$ cat config.mk
export PLATFORM = sky130hd
export DESIGN_NAME = spi4_disp_rx
export DESIGN_NICKNAME = d
export VERILOG_FILES = /design/src/rtl/spi4_disp_rx_pkg.sv /design/src/rtl/spi4_disp_rx_fifo.sv /design/src/rtl/spi4_disp_rx.sv
export SDC_FILE = /design/constraint.sdc
export NUM_CORES = 1
export LEC_CHECK = 0
export ABC_AREA = 0
export CAP_MARGIN = 20
export CORE_MARGIN = 8
export CORE_UTILIZATION = 55
export DETAILED_ROUTE_END_ITERATION = 6
export HOLD_SLACK_MARGIN = 0.05
export PLACE_DENSITY = 0.8
export SYNTH_ARGS = -nofsm -noshare
export SYNTH_HDL_FRONTEND = slang
export SYNTH_SLANG_ARGS = --single-unit
export TNS_END_PERCENT = 30
$ cat constraint.sdc
create_clock -name clk -period 4.2 [get_ports clk]
set_input_delay 0.84 -clock clk [delete_from_list [all_inputs] [get_ports clk]]
set_output_delay 0.84 -clock clk [all_outputs]
set_load 0.03 [all_outputs]
$ cat src/rtl/spi4_disp_rx_pkg.sv
// spi4_disp_rx_pkg: FSM states, synchroniser reset values and stats width for spi4_disp_rx.
package spi4_disp_rx_pkg;
   typedef enum logic {IDLE, SHIFT} state_e;
   localparam logic CS_RST  = 1'b1;
   localparam logic SCK_RST = 1'b0;
   localparam logic SDI_RST = 1'b0;
   localparam logic DC_RST  = 1'b0;
   localparam int STAT_W = 16;
endpackage

$ cat src/rtl/spi4_disp_rx_fifo.sv
// spi4_disp_rx_fifo: receive FIFO with wrap-bit pointers; head output holds its last value while empty.
module spi4_disp_rx_fifo #(
   parameter int W     = 9,
   parameter int DEPTH = 4
) (
   input  logic         clk,
   input  logic         rst_n,
   input  logic         clr_i,
   input  logic         push_i,
   input  logic         pop_i,
   input  logic [W-1:0] din_i,
   output logic [W-1:0] dout_o,
   output logic         full_o,
   output logic         empty_o
);
   localparam int AW = $clog2(DEPTH);
   logic [AW:0] wr_q, wr_d, rd_q, rd_d;
   logic [W-1:0] mem_q [DEPTH];
   logic [W-1:0] hold_q, hold_d;
   logic wr_en, rd_en;
   always_comb begin
      empty_o = wr_q == rd_q;
      full_o  = (wr_q[AW] != rd_q[AW]) && (wr_q[AW-1:0] == rd_q[AW-1:0]);
      wr_en   = push_i & ~clr_i & (~full_o | pop_i);
      rd_en   = pop_i & ~clr_i & ~empty_o;
      wr_d    = clr_i ? '0 : wr_q + {{AW{1'b0}}, wr_en};
      rd_d    = clr_i ? '0 : rd_q + {{AW{1'b0}}, rd_en};
      dout_o  = empty_o ? hold_q : mem_q[rd_q[AW-1:0]];
      hold_d  = dout_o;
   end
   always_ff @(posedge clk or negedge rst_n) begin
      if (!rst_n) begin
         wr_q   <= '0;
         rd_q   <= '0;
         hold_q <= '0;
      end else begin
         wr_q   <= wr_d;
         rd_q   <= rd_d;
         hold_q <= hold_d;
      end
   end
   always_ff @(posedge clk) begin
      if (wr_en) mem_q[wr_q[AW-1:0]] <= din_i;
   end
endmodule

$ cat src/rtl/spi4_disp_rx.sv
// spi4_disp_rx: SPI mode-0 display receiver (words + dc flag) into a FIFO with sticky overflow/framing flags.
// Defining SPI4_DISP_RX_STATS_EN adds cmd_cnt_o/data_cnt_o accepted-word counters.
module spi4_disp_rx
   import spi4_disp_rx_pkg::*;
#(
   parameter int WIDTH = 8,
   parameter int DEPTH = 4
) (
   input  logic              clk,
   input  logic              rst_n,
   input  logic              cs_n_i,
   input  logic              sck_i,
   input  logic              sdi_i,
   input  logic              dc_i,
   output logic [WIDTH-1:0]  word_o,
   output logic              dc_o,
   output logic              valid_o,
   input  logic              ready_i,
   input  logic              clr_i,
`ifdef SPI4_DISP_RX_STATS_EN
   output logic [STAT_W-1:0] cmd_cnt_o,
   output logic [STAT_W-1:0] data_cnt_o,
`endif
   output logic              ovf_o,
   output logic              frm_err_o
);
   localparam int CW = $clog2(WIDTH + 1);
   state_e state_q, state_d;
   logic [1:0] cs_q, cs_d, sck_q, sck_d, sdi_q, sdi_d, dc_q, dc_d;
   logic sck_prev_q, sck_prev_d;
   logic [CW-1:0] cnt_q, cnt_d;
   logic [WIDTH-1:0] shift_q, shift_d;
   logic push_q, push_d;
   logic [WIDTH:0] pword_q, pword_d, head;
   logic ovf_q, ovf_d, frm_q, frm_d;
   logic full, empty, pop, sck_rise;
   always_comb begin
      cs_d       = {cs_q[0], cs_n_i};
      sck_d      = {sck_q[0], sck_i};
      sdi_d      = {sdi_q[0], sdi_i};
      dc_d       = {dc_q[0], dc_i};
      sck_prev_d = sck_q[1];
      sck_rise   = sck_q[1] & ~sck_prev_q;
      pop        = ready_i & ~empty;
      state_d    = state_q;
      cnt_d      = cnt_q;
      shift_d    = shift_q;
      push_d     = 1'b0;
      pword_d    = pword_q;
      ovf_d      = clr_i ? 1'b0 : ovf_q | (push_q & full & ~pop);
      frm_d      = clr_i ? 1'b0 : frm_q;
      case (state_q)
         IDLE: state_d = cs_q[1] ? IDLE : SHIFT;
         SHIFT: begin
            if (cs_q[1]) begin
               state_d = IDLE;
               cnt_d   = '0;
               frm_d   = frm_d | (cnt_q != '0);
            end else if (sck_rise) begin
               shift_d = {shift_q[WIDTH-2:0], sdi_q[1]};
               push_d  = cnt_q == CW'(WIDTH - 1);
               cnt_d   = push_d ? '0 : cnt_q + CW'(1);
               pword_d = push_d ? {dc_q[1], shift_d} : pword_q;
            end
         end
         default: state_d = IDLE;
      endcase
   end
   always_ff @(posedge clk or negedge rst_n) begin
      if (!rst_n) begin
         state_q    <= IDLE;
         cs_q       <= {2{CS_RST}};
         sck_q      <= {2{SCK_RST}};
         sdi_q      <= {2{SDI_RST}};
         dc_q       <= {2{DC_RST}};
         sck_prev_q <= SCK_RST;
         cnt_q      <= '0;
         shift_q    <= '0;
         push_q     <= 1'b0;
         pword_q    <= '0;
         ovf_q      <= 1'b0;
         frm_q      <= 1'b0;
      end else begin
         state_q    <= state_d;
         cs_q       <= cs_d;
         sck_q      <= sck_d;
         sdi_q      <= sdi_d;
         dc_q       <= dc_d;
         sck_prev_q <= sck_prev_d;
         cnt_q      <= cnt_d;
         shift_q    <= shift_d;
         push_q     <= push_d;
         pword_q    <= pword_d;
         ovf_q      <= ovf_d;
         frm_q      <= frm_d;
      end
   end
   spi4_disp_rx_fifo #(.W(WIDTH + 1), .DEPTH(DEPTH)) u_fifo (
      .clk     (clk),
      .rst_n   (rst_n),
      .clr_i   (clr_i),
      .push_i  (push_q),
      .pop_i   (pop),
      .din_i   (pword_q),
      .dout_o  (head),
      .full_o  (full),
      .empty_o (empty)
   );
   assign word_o    = head[WIDTH-1:0];
   assign dc_o      = head[WIDTH];
   assign valid_o   = ~empty;
   assign ovf_o     = ovf_q;
   assign frm_err_o = frm_q;
`ifdef SPI4_DISP_RX_STATS_EN
   logic [STAT_W-1:0] cmd_q, cmd_d, data_q, data_d;
   logic acc;
   always_comb begin
      acc    = push_q & ~clr_i & (~full | pop);
      cmd_d  = clr_i ? '0 : cmd_q + STAT_W'(acc & ~pword_q[WIDTH]);
      data_d = clr_i ? '0 : data_q + STAT_W'(acc & pword_q[WIDTH]);
   end
   always_ff @(posedge clk or negedge rst_n) begin
      if (!rst_n) begin
         cmd_q  <= '0;
         data_q <= '0;
      end else begin
         cmd_q  <= cmd_d;
         data_q <= data_d;
      end
   end
   assign cmd_cnt_o  = cmd_q;
   assign data_cnt_o = data_q;
`endif
endmodule
After elaboration in Yosys (flattened, before gate mapping):

Memory sizes are Yosys's and may differ from the RTL's.
Cells that the tools add are included.

* register bits: 48
* bits in latches: 0
* RAM bits: 36
* ROM bits: 0
* bits of input ports: 8
* output and inout bits: 12
* logic and storage cells: 62
* memories: 1

Memories
* u_fifo.mem_q: depth 4, bits a word 9, rd ports 1, clocked after memory_dff 0, write ports 1, RTL line spi4_disp_rx_fifo.sv:18 `logic [W-1:0] mem_q [DEPTH];`

* add/sub/neg operators: 3
* $mul: 0
* divide/modulo/power cells: 0
* $lt $le $gt $ge: 0
* equal/unequal tests: 4
* shifts and indexed selects: 0
* mux-type cells: 16
* bitwise gates (word level): 17
* reductions and logical operators: 6

Operators with widths (count)
* $mux W4: 3
* $mux W1: 10
* $mux W9: 1
* $and A1 B1 Y1: 8
* $add A3 B1 Y3: 2
* $mux W3: 2
* $not A1 Y1: 6
* $add A4 B1 Y4 const B: 1
* $eq A4 B3 Y1 const B: 1
* $reduce_and A4 Y1: 1
* $reduce_bool A4 Y1: 1
* $eq A3 B3 Y1: 1
* $or A1 B1 Y1: 3
* $reduce_and A3 Y1: 1
* $eq A2 B2 Y1: 1
* $reduce_and A2 Y1: 1
* $reduce_bool A2 Y1: 1
* $logic_and A1 B1 Y1: 1
* $ne A1 B1 Y1: 1

Longest topological paths before layout:

Gate-level depths: netlist of run 1.

* depth after elaboration: 7
* depth in mapped cells: 9
* gate-level depth less buffers: 7

By module:

A second synthesis of run 1 with hierarchy kept.

* cell total of the unflattened synthesis: 184
* area total of the unflattened synthesis: 3377.0 µm²

By module, submodules not included
* spi4_disp_rx_fifo: instances 1, cells an instance 100, area each 2083.2 µm², sequential area each 1456.4 µm²
* spi4_disp_rx: instances 1, cells an instance 84, area each 1293.7 µm², sequential area each 828.3 µm²

Worst setup path after synthesis of run 1:

Ideal clock, no wire load.

* path kind: input to register
* start: input port clr_i
* end: memory u_fifo.mem_q[2][0] (enable)
* setup time: 389 ps
* data arrival time: 1983 ps
* data required time: 3811 ps
* path slack: 1829 ps
* stages: 3
* path buffers: 0
* cell sequence: nand2b_1 > a41o_1 > nor3b_1

* cells in the longest elaborated chain, start to end: 5

RTL lines
* start: declaration: RTL line spi4_disp_rx.sv:19 `input logic clr_i,`
* $not A1 Y1: RTL line spi4_disp_rx_fifo.sv:24 `wr_en = push_i & ~clr_i & (~full_o | pop_i);`
* $and A1 B1 Y1 (2 in a row): RTL line spi4_disp_rx_fifo.sv:24
* $mux W1: RTL line spi4_disp_rx_fifo.sv:43 `if (wr_en) mem_q[wr_q[AW-1:0]] <= din_i;`
* $mux W1 (implied by the code): RTL line spi4_disp_rx_fifo.sv:43
* end: declaration: RTL line spi4_disp_rx_fifo.sv:18

Every way passes these cells.

Worst setup path in the final report of run 1:

* start: register u_fifo.rd_q[1]
* end: output port word_o[6]

* cells in the longest elaborated chain, start to end: 2
* elaborated cells between the ends (all ways): 3
* classes of those cells: eq/ne: 1; mux: 1; memory: 1

RTL lines
* start: declaration: RTL line spi4_disp_rx_fifo.sv:17 `logic [AW:0] wr_q, wr_d, rd_q, rd_d;`
* start signal: assignment: RTL line spi4_disp_rx_fifo.sv:38 `rd_q <= rd_d;`
* $mem_v2 Z4 W9 or $eq A3 B3 Y1 (tied branches)
* $mux W9 *: RTL line spi4_disp_rx_fifo.sv:28 `dout_o = empty_o ? hold_q : mem_q[rd_q[AW-1:0]];`
* end: declaration: RTL line spi4_disp_rx.sv:15 `output logic [WIDTH-1:0] word_o,`

Mark *: on every way between the ends. The rest lies on a longest branch, timed or not.

==> results of run 1 <==
[layout make-up]
class,instances,share of cell area (%)
clock inverters,4,1.94
inverters,8,0.801
well taps,75,2.50
clock buffers,12,3.87
repair buffers,24,6.27
multi-input cells,81,23.7
flip-flops and latches,84,60.9
[state kept, by name, indices dropped and copies added, names as in the netlist, 2 cells and up]
signal         count
u_fifo.hold_q      9
u_fifo.rd_q        3
cs_q               2
sdi_q              2
sck_q              2
u_fifo.mem_q      36
pword_q            9
shift_q            7
cnt_q              4
u_fifo.wr_q        3
dc_q               2
[cell usage in the layout, fill, tap and decap left out, types with 2 or more instances in the layout]
cell	synthesis	routed
nand3b_1	2	2
dfstp_2	2	2
and3_1	3	3
nor2b_1	6	6
nor2_1	3	3
nand3_1	2	2
clkbuf_1	0	2
clkbuf_8	0	10
buf_4	2	4
mux2_4	9	9
nor3b_1	2	2
bufinv_16	0	2
clkdlybuf4s50_1	0	18
mux2_2	16	16
nand2_1	2	2
mux4_2	9	9
o2bb2ai_1	2	2
ha_1	6	6
xnor2_1	4	4
edfxtp_1	36	36
dfrtp_1	46	46
inv_1	8	8
[cells by family (layout without fill, tap and decap cells)]
kind of cell             Yosys count  count (layout)  share of synthesized area (%)
XOR/XNOR                           5               5                           1.34
buffers and inverters             13              48                           2.69
multiplexers                      35              35                           16.2
AO/OA/AOI/OAI                      9               9                           2.38
adder cells (fa/ha/maj)            6               6                           2.30
AND/OR/NAND/NOR                   26              26                           5.03
flip-flops                        84              84                           70.1
[worst reg2reg max path: cells and delay by family, from the launching register on]
family | cells | cell delay, ps
AND/OR/NAND/NOR | 3 | 910
flip-flops | 1 | 570
XOR/XNOR | 2 | 480
adder cells (fa/ha/maj) | 2 | 380
[worst min path at each step]
stage	from	to	slack (ps)	cells past startpoint
global placement	sdi_q[0]$_DFF_PN0_	sdi_q[1]$_DFF_PN0_	330	0
CTS	sck_q[0]$_DFF_PN0_	sck_q[1]$_DFF_PN0_	360	0
floorplan	dc_q[0]$_DFF_PN0_	dc_q[1]$_DFF_PN0_	330	0
global route	rst_n	u_fifo.wr_q[2]$_DFF_PN0_	360	1
detailed placement	sck_q[0]$_DFF_PN0_	sck_q[1]$_DFF_PN0_	340	0
finish	rst_n	u_fifo.rd_q[0]$_DFF_PN0_	350	1
[power groups by stage]
stage,Sequential (W),Clock (W),Combinational [W]
floorplan,0.000909,0,0.0000277
global placement,0.000911,0,0.0000483
detailed placement,0.000913,0,0.0000515
CTS,0.000896,0.000624,0.0000518
global route,0.000899,0.000657,0.0000582
finish,0.000896,0.000615,0.0000523
[per-stage QoR]
step           std cells  total power (W)  area (um2)  setup WS, ps
5_1_grt              288          0.00161        3750           459
2_1_floorplan        178         0.000936        3260          1830
4_1_cts              287          0.00157        3730           536
3_5_place_dp         271         0.000965        3510           948
6_report             288          0.00156        3750           563
3_3_place_gp         271         0.000959        3510          1030
[metal layers]
layer  wire length, um  GRT usage, %  vias to the layer above
met5                 0             0                        -
met4               126          6.17                        0
met3               252          4.01                       12
met2              2690          21.4                       43
met1              2030          14.1                      822
li1                  -             -                      721
==> impl_results.md, run 1 <==
- Status: finished clean
- CTS Root Cell: clkbuf_8
- Post-synth EDFFs: 36
- Max incr delay on CP: 690 ps
- Top-count cell post-synth: dfrtp_1
- GPL Wtd Cong: 0.760
- Setup TNS: 0 ps
- Vias/cell: 5.55
- R2R Path End: u_fifo.rd_q[2]$_DFF_PN0_
- CP max FO: 11
- Vias: about 1600
- Largest net degree at the start of global routing: 49
- Clk sinks: 84
- Switching part of the total: 19.6%
- Ratio of cells with drive above 1 in the final layout: 28.2%
- Die Wd: just over 90 um
- CP Cell Sequence: xnor2_1, nand3b_1, mux2_2, clkdlybuf4s50_1
- Top_reg_cell synth: dfrtp_1
- P per Cell Area: about 420 mW/mm2
- Antenna cell count: 0
- Skew-Pair Late Insertion Delay: about 340 ps
- Hold Vio Cnt, Final: 0
- Min Clock Period, post-route: roughly 3600 ps
- R2r worst-path depth: 7
- RR Startpoint: u_fifo.rd_q[1]$_DFF_PN0_
- Fin. max-slew vios: 0
- Clock Path Buffers: 2
- TritonCTS Buffers: 9
- Maximum VDD drop: 0.300 mV
- Setup crit end kind: primary output
- Critical Path RT: around 3400 ps
- Max Cap Viol: 0
- FMAX: roughly 270 MHz
- Worst Hold Slack: between 300 and 400 ps
- Synth unique cells: 35
- Hold Crit Class: primary input to asynchronous set/reset pin
- Synth async-reset ratio: a little under three fifths
- Syn_nets: around 190
- Critical Path Source Type: flop
- Rows: 28
- Top cell type by total area after synthesis: dfrtp_1
- I/O Pins: 20
- Worst Path Buf+Inv: 1
- Clk_skew: approximately 9.0 ps
- H-Tree Depth: 3
- Fill count: 405
- Total global routing overflow: 0
- Clock slew at reported path FFs: 80 ps
- CP max stage cell: clkdlybuf4s50_1
- Worst reg2reg setup slack: 1750 ps
- DPL Wire Length: 3440 um
- Initial core utilization: 56.1%
- Initial antenna violation count: 0
- First-pass GRT wire length: about 8000 um
- DRT Pass-1 Iters: 4
- Net Sw Power: 0.000306 W
- Crit path max-delay family: buffers and inverters
- Clock power frac: 39.3%
- Mapped cell area: 0.00326 mm2
- Post-CTS Resized: 0
- Worst Setup SP: u_fifo.rd_q[1]$_DFF_PN0_
- DIE HEIGHT: 93.0 um
- Ys Warns: 0
- Synth top area share: between 30% and 40%
- Commonest cells in the netlist: dfrtp_1, edfxtp_1, mux2_2
- Final setup fails: 0
- CTS hold repair buffers: 0
- Setup Buffers After CTS: 0
- Storage cell area: 0.00228 mm2
- Unrepaired setup endpoints after global routing: false
- Syn_area_per_cell: between 15 and 20 um2
- Tcrit/Tclk final: 86.6%
- Sequential power share: 57.3%
- Worst Max-Slew Pin Slew: between 500 and 600 ps
- Nets@finish: 222
- Worst relative slew slack: slightly above 60%
- PortBufs: 19
- Die area: 0.00865 mm2
- Core footprint: 0.00582 mm2
- Vias in the first global route: roughly 1700
- P_leak: 1.62 nW
- Power Internal: between 0.001 and 0.0015 W
- Syn-to-layout area delta: 15.0%
- Crit path to: word_o[6]
- Area contributors post-synth: dfrtp_1, edfxtp_1, mux4_2, mux2_2, mux2_4
- DRC viols: 0
- Register area share after synthesis: between 70 and 80%
- Multi-input combinational cell area: 888 um2
- Synthesis-stage register bit count: 84
- CTS tree: done
- GR Util All Layers: 12.6%
- Final ANT Viol Nets: 0
- Worst Setup Path Type: flop to primary output
- Final Routed Wirelength: approximately 5100 um
- WP data arrival: roughly 2800 ps
- 1st-iter DRT viols: 68
- Syn Inst Count: roughly 180
- Cell count along the critical path: 4
- DR WL/cell: 17.7 um
- Comb pwr share: 3.3%
- Final Util: 64.5%
(Power assumes the default switching activity.)
==> inputs of run 2 (changes only) <==
- CORE_MARGIN: 8 -> 4
==> run 2 against run 1 <==
Net effect: sequential share of layout area is 0.22 points higher; first-iteration DRC count increased by 28%; die area is 16% lower; register-to-register slack about the same; largest cell class unchanged.
==> impl_results.md, run 2 (synthesis gave the netlist of run 1 again) <==
- Status: finished clean
- Worst Max-Slew Pin Slew: 554 ps (-24.5 ps)
- CP max FO: 11 (unchanged)
- TritonCTS Buffers: 9 (unchanged)
- Skew-Pair Late Insertion Delay: 340 ps (about the same)
- CTS Root Cell: clkbuf_8
- Final ANT Viol Nets: 0 (unchanged)
- Placed Cells: 268 (-1.1%)
- Nets@finish: 222 (unchanged)
- Maximum VDD drop: 0.208 mV (-30%)
- Vias in the first global route: 1689 (+0.48%)
- P_leak: 1.62 nW (+0.20%)
- DR WL/cell: 17.5 um (-1.3%)
- Clk_skew: 14.7 ps (+5.78 ps)
- DRT Pass-1 Iters: 5 (+1)
- Die area: 0.00722 mm2 (-16%)
- Final Routed Wirelength: 4970 um (-2.4%)
- Largest net degree at the start of global routing: 49 (unchanged)
- Clock Path Buffers: 2 (unchanged)
- WP data arrival: 2770 ps (-30 ps)
- Setup Buffers After CTS: 0 (unchanged)
- Worst Setup Path Type: flop to primary output
- First-pass GRT wire length: 8690 um (+5.9%)
- Core footprint: 0.00564 mm2 (-3.0%)
- CP max stage cell: clkdlybuf4s50_1
- Final setup fails: 0 (unchanged)
- Setup crit end kind: primary output
- Clock slew at reported path FFs: 80 ps (about the same)
- Worst relative slew slack: 62.9% (+1.6 points)
- Most frequent cells in the layout: dfrtp_1, edfxtp_1, clkdlybuf4s50_1
- Fin. max-slew vios: 0 (unchanged)
- Clk sinks: 84 (unchanged)
- Initial antenna violation count: 0 (unchanged)
- Antenna cell count: 0 (unchanged)
- Critical Path RT: 3360 ps (about the same)
- Fill count: 383 (-5.4%)
- 1st-iter DRT viols: 87 (+28%)
- CP Cell Sequence: xnor2_1, nand3b_1, mux2_2, clkdlybuf4s50_1
- R2R Path End: u_fifo.rd_q[2]$_DFF_PN0_
- Hold Crit Class: primary input to asynchronous set/reset pin
- Die Wd: 85.0 um (-8.6%)
- I/O Pins: 20 (unchanged)
- Vias: 1581 (-1.1%)
- Critical Path Source Type: flop
- Rows: 27 (-3.6%)
- Hold Vio Cnt, Final: 0 (unchanged)
- Initial core utilization: 57.8% (+1.7 points)
- PortBufs: 19 (unchanged)
- RR Startpoint: u_fifo.rd_q[1]$_DFF_PN0_
- R2r worst-path depth: 7 (unchanged)
- Total global routing overflow: 0 (unchanged)
- DIE HEIGHT: 85.0 um (-8.6%)
- Min Clock Period, post-route: 3610 ps (-29.9 ps)
- GPL Wtd Cong: 0.817 (+7.5%)
- Max incr delay on CP: 670 ps (-20 ps)
- H-Tree Depth: 3 (unchanged)
- P per Cell Area: 413 mW/mm2 (-0.92%)
- Setup TNS: 0 ps (unchanged)
- Unrepaired setup endpoints after global routing: false
- Vias/cell: 5.55 (about the same)
- Commonest non-fill, non-tap cell in the layout: dfrtp_1
- CTS tree: done
- Ratio of cells with drive above 1 in the final layout: 28.6% (+0.47 points)
- FMAX: 277 MHz (+0.83%)
- CTS hold repair buffers: 0 (unchanged)
- Post-CTS Resized: 0 (unchanged)
- DRC viols: 0 (unchanged)
- Syn-to-layout area delta: 14.6%
- Tcrit/Tclk final: 85.9% (-0.71 points)
- Largest register FFs: 36 (unchanged)
- Max Cap Viol: 0 (unchanged)
- GR Util All Layers: 16.0% (+3.4 points)
- Worst Hold Slack: 335 ps (-13.1 ps)
- Post-Layout Cell Count: 285 (-1.0%)
- Worst reg2reg setup slack: 1760 ps (about the same)
- DPL Wire Length: 3340 um (-2.8%)
-- run 2: cell types whose count changed in the layout (fill, tap and decap cells not counted) --
cell and change:
clkinv_2 +3, clkinvlp_4 -1, clkbuf_8 -1, clkbuf_1 -1
-- run 2: worst max-delay path by stage --
stage / start / end / slack, ps / depth (start not counted)
after floorplan: clr_i / u_fifo.mem_q[2][0]$_DFFE_PP_ / 1830 / 3
after global placement: u_fifo.rd_q[1]$_DFF_PN0_ / word_o[3] / 1030 / 4
after detailed placement: u_fifo.rd_q[1]$_DFF_PN0_ / word_o[3] / 940 / 4
after global routing: u_fifo.rd_q[1]$_DFF_PN0_ / word_o[6] / 380 / 4
final: u_fifo.rd_q[1]$_DFF_PN0_ / word_o[3] / 590 / 4
after CTS: u_fifo.rd_q[1]$_DFF_PN0_ / word_o[3] / 530 / 4
-- run 2: per-stage QoR --
stage          cell area, um2  util (%)  power [W]  setup WS [ps]
2_1_floorplan            3260         -   0.000936           1830
3_3_place_gp             3510      62.2   0.000959           1030
3_5_place_dp             3510      62.2   0.000965            939
4_1_cts                  3720      65.9    0.00156            533
5_1_grt                  3740      66.2    0.00161            383
6_report                 3740      66.2    0.00154            593
-- run 2: routing by layer --
metal	GRT usage (%)	wire length, um
met3	5.92	226
met4	6.76	95
met2	25.8	2610
met5	0	0
met1	19.6	2040
-- run 2: area by class of cell --
| cell class | instances | area (um2) | area share, % |
|---|---|---|---|
| clock buffer | 10 | 128 | 3.42 |
| timing repair buffer | 24 | 235 | 6.30 |
| inverter | 8 | 30.0 | 0.804 |
| sequential | 84 | 2280 | 61.2 |
| multi-input combinational | 81 | 888 | 23.8 |
| tap | 72 | 90.1 | 2.41 |
| clock inverter | 6 | 80.1 | 2.14 |
-- run 2: power breakdown --
part	internal, W	leakage [nW]	total, W	switching (W)
sequential	0.000877	1.02	0.000896	0.0000195
clock	0.000331	0.110	0.000594	0.000264
combinational	0.0000287	0.494	0.0000518	0.0000231
total	0.00124	1.62	0.00154	0.000306
-- run 2: critical path: cells and delay by family (launching register included) --
| family | cells | cell delay (ps) |
|---|---|---|
| multiplexers | 1 | 390 |
| AND/OR/NAND/NOR | 1 | 450 |
| buffers and inverters | 1 | 670 |
| flip-flops | 1 | 570 |
| XOR/XNOR | 1 | 340 |
==> RTL edit 1 (config.mk and constraints of run 2) <==
Add a define of `SPI4_DISP_RX_STATS_EN`.
--- a/src/rtl/spi4_disp_rx.sv
+++ b/src/rtl/spi4_disp_rx.sv
@@ -2,2 +2,4 @@
 // Defining SPI4_DISP_RX_STATS_EN adds cmd_cnt_o/data_cnt_o accepted-word counters.
+`define SPI4_DISP_RX_STATS_EN
+
 module spi4_disp_rx
Function (old outputs only; new: cmd_cnt_o and data_cnt_o): kept (equiv_simple and equiv_induct, registers matched by name and starting in step).
==> RTL edit 1 against run 2 <==
- routed wire length grew 68%
- maximum frequency down 3.6%
- total power rose by 68%
- clock power increased by 120%
- sequential cell count up 32
- final area rose by 60%
- critical path depth increased by 1
- count of clock-buffer cells in the layout grew 7
- setup slack got worse by 0.13 ns
- clock skew fell by 0.0054 ns
- hold slack worse by 0.19 ns
- area after synthesis up 48%
- sequential power grew 35%
==> RTL edit 1: results (changes against run 2) <==
- Sw Pwr: 0.581 mW (+90%)
- Worst slew pin tran: 0.512 ns (-0.0420 ns)
- CTS Buf Count: 17 (+8)
- Tot Pwr: 2.60 mW (+68%)
- CTS H-Tree Depth: 4 (+1)
- WL/cell: 16.1 um (-7.5%)
- Clock group: 1.30 mW (+120%)
- Peak VDD IR: 0.257 mV (+23%)
- Status: complete, no violations
- GRT Total Usage: 0.186 (+0.0255)
- Clk_lat worst skew: 0.51 ns (+0.17 ns)
- CP peak stage delay: 0.65 ns (-0.02 ns)
- GPL Wtd Cong: 0.746 (-8.8%)
- Router iterations before antenna repair: 4 (-1)
- First-pass GRT wire length: 14500 um (+66%)
- Yosys cell types: 42 (+20%)
- Setup skew after layout: 0.00929 ns (-0.00544 ns)
- Top delay family on crit path: flip-flops
- Syn Nets: 355 (+85%)
- Post-detail-place hpwl: 5280 um (+58%)
- IO buf count: 51 (+32)
- Fraction of layout cells with a size suffix above 1: 0.197 (-0.0898)
- DRT iter0 DRCs: 175 (+100%)
- Asr flop ratio synth: 0.690 (+0.118)
- Comb power: 0.0841 mW (+62%)
- Largest net degree at the start of global routing: 81 (+65%)
- P_leak: 2.54 nW (+57%)
- Top post-synthesis cells by count: dfrtp_1 (78), edfxtp_1 (36), nor2_1 (29), xnor2_1 (18), mux2_2 (16)
- Vias in the first global route: 2866 (+70%)
- Top cells by area, synth: dfrtp_1 (40%), edfxtp_1 (22%), mux4_2 (4.2%)
- Final #Nets: 417 (+88%)
RTL edit 1: cells by family (layout without fill, tap and decap cells):
kind of cell,count (synthesis),count (layout),synth area share
buf+inv,22,97,0.0265
fa+ha+maj,10,10,0.0259
simple gates,103,103,0.121
flops,116,116,0.640
xor+xnor,28,28,0.0508
compound gates,23,23,0.0262
mux,35,35,0.109
RTL edit 1: path summary, 6_finish.rpt:
check / start / to / slack [ns] / depth (start not counted)
max: u_fifo.rd_q[1] / word_o[0] / 0.46 / 5
min: rst_n / cmd_cnt_o[9] / 0.15 / 1
max reg2reg: u_fifo.rd_q[1] / cmd_cnt_o[14] / 1.45 / 9
min reg2reg: sdi_q[0] / sdi_q[1] / 0.35 / 0
max in group asynchronous: rst_n / cs_q[1] / 3.47 / 2
min in group clk: sdi_q[0] / sdi_q[1] / 0.35 / 0
RTL edit 1: layer usage:
layer  part of all wire  up-vias  global-route usage  wire length (um)
li1                   -     1338                   -                 -
met1               0.45     1389               0.253              3730
met2               0.50       53               0.283              4210
met3              0.040        6              0.0551               336
met4             0.0077        0              0.0736                64
met5                  0        -                   0                 0
RTL edit 1: area by class of cell:
type	instances	area, um^2
well taps	105	131
clock inverters	15	131
inverters	10	37.5
multi-input cells	199	1610
clock buffers	17	414
repair buffers	55	558
flip-flops and latches	116	3090
fillers	555	2410
RTL edit 1: per-stage QoR:
step / utilization / hold slack, ns / setup slack, ns / area (um^2) / instances
final: 0.712 / 0.149 / 0.458 / 5970 / 517
after global routing: 0.712 / 0.129 / 0.243 / 5970 / 517
after CTS: 0.709 / 0.348 / 0.403 / 5940 / 516
after detailed placement: 0.644 / 0.339 / 1.02 / 5400 / 484
after global placement: 0.644 / 0.335 / 1.03 / 5400 / 484
after floorplan: - / 0.331 / 1.71 / 4820 / 337
==> RTL edit 2 (config.mk and constraints of run 2) <==
Made on the original files. Take the reset off `pword_q` and load it in a clocked block of its own.
--- a/src/rtl/spi4_disp_rx.sv
+++ b/src/rtl/spi4_disp_rx.sv
@@ -79,3 +79,2 @@
          push_q     <= 1'b0;
-         pword_q    <= '0;
          ovf_q      <= 1'b0;
@@ -92,3 +91,2 @@
          push_q     <= push_d;
-         pword_q    <= pword_d;
          ovf_q      <= ovf_d;
@@ -96,2 +94,6 @@
       end
+   end
+
+   always_ff @(posedge clk) begin
+      pword_q <= pword_d;
    end
Check against the original RTL: no difference found for any inputs over 10 cycles, from zero or initial values and one cycle with rst_n low; that may be too few to reach the edited logic, so the function may still have changed.
==> RTL edit 2 against run 2 <==
- area after synthesis down 1.7%
- hold slack better by 0.022 ns
- setup slack better by 0.063 ns
- maximum frequency up 1.8%
- sequential cell count unchanged
- core utilization down 0.79 points
- count of clock-buffer cells in the layout unchanged
- total power down 4.3%
- final area down 2.4%
- final cell count down 3.5%
- routed wire length down 5.3%
- die area down 1.6%
- critical path type unchanged
- critical endpoint is now dc_o
- largest cell class unchanged
==> RTL edit 2: results (changes against run 2) <==
- Post-detail-place hpwl: 3250 um (-2.7%)
- Synth Area in Adders: 0.0234 (+0.000405)
- Worst flop-to-flop path startpoint: u_fifo.rd_q[0]
- GPL Wtd Cong: 0.705 (-14%)
- CP peak stage delay: 0.79 ns (+0.12 ns)
- Sw Pwr: 0.320 mW (+4.6%)
- Met2 global-route usage: 0.267 (+0.00909)
- DRT iter0 DRCs: 39 (-55%)
- Fraction of layout cells with a size suffix above 1: 0.256 (-0.0302)
- Top delay family on crit path: flip-flops
- Met3 usage in global routing: 0.0618 (+0.00260)
- Sw Ratio: 0.217 (+0.0184)
- Placed Cells: 259 (-3.4%)
- First-pass GRT wire length: 7880 um (-9.4%)
- Post-synthesis mux area share: 0.132 (-0.0300)
- Status: complete, no violations
- Critical path's slowest cell: dfrtp_1
- FILL cells: 388 (+1.3%)
- P_seq: 0.913 mW (+2%)
- Largest net degree at the start of global routing: 40 (-18%)
- Yosys cell types: 37 (+5.7%)
- EDFF count, synth: 45 (+25%)
- Comb power: 0.0473 mW (-8.7%)
- Slew headroom: 0.430 (-0.200)
- Vias in the first global route: 1640 (-2.9%)
- Final #Nets: 212 (-4.5%)
- GRT met1 Usage: 0.157 (-0.0383)
- GRT Total Usage: 0.149 (-0.0115)
## RTL edit 2: cell count changes in the layout (fill, tap and decap cells not counted), sizes merged, moves of 2 or more
cell	delta
dfrtp	-9
edfxtp	+9
mux2	-9
buf	-2
bufinv	-2
inv	+2
nand3	-2
## RTL edit 2: cell type report
type	instances	area share
multi-input cells	74	0.222
clock buffers	10	0.0377
inverters	7	0.00720
flip-flops and latches	84	0.639
well taps	72	0.0247
repair buffers	22	0.0569
clock inverters	6	0.0127
## RTL edit 2: final timing paths
kind | end | slack, ns
setup / recovery | dc_o | 0.66
hold / removal | sck_q[1] | 0.36
setup reg to reg | u_fifo.rd_q[1] | 1.86
hold reg to reg | sck_q[1] | 0.36
max in group asynchronous | sdi_q[1] | 3.06
min in group asynchronous | u_fifo.wr_q[2] | 0.60
## RTL edit 2: per-layer routing
layer  part of all wire  vias up
met5                  0        -
met4              0.014        0
met3              0.047        7
met2               0.55       30
met1               0.39      792
li1                   -      693
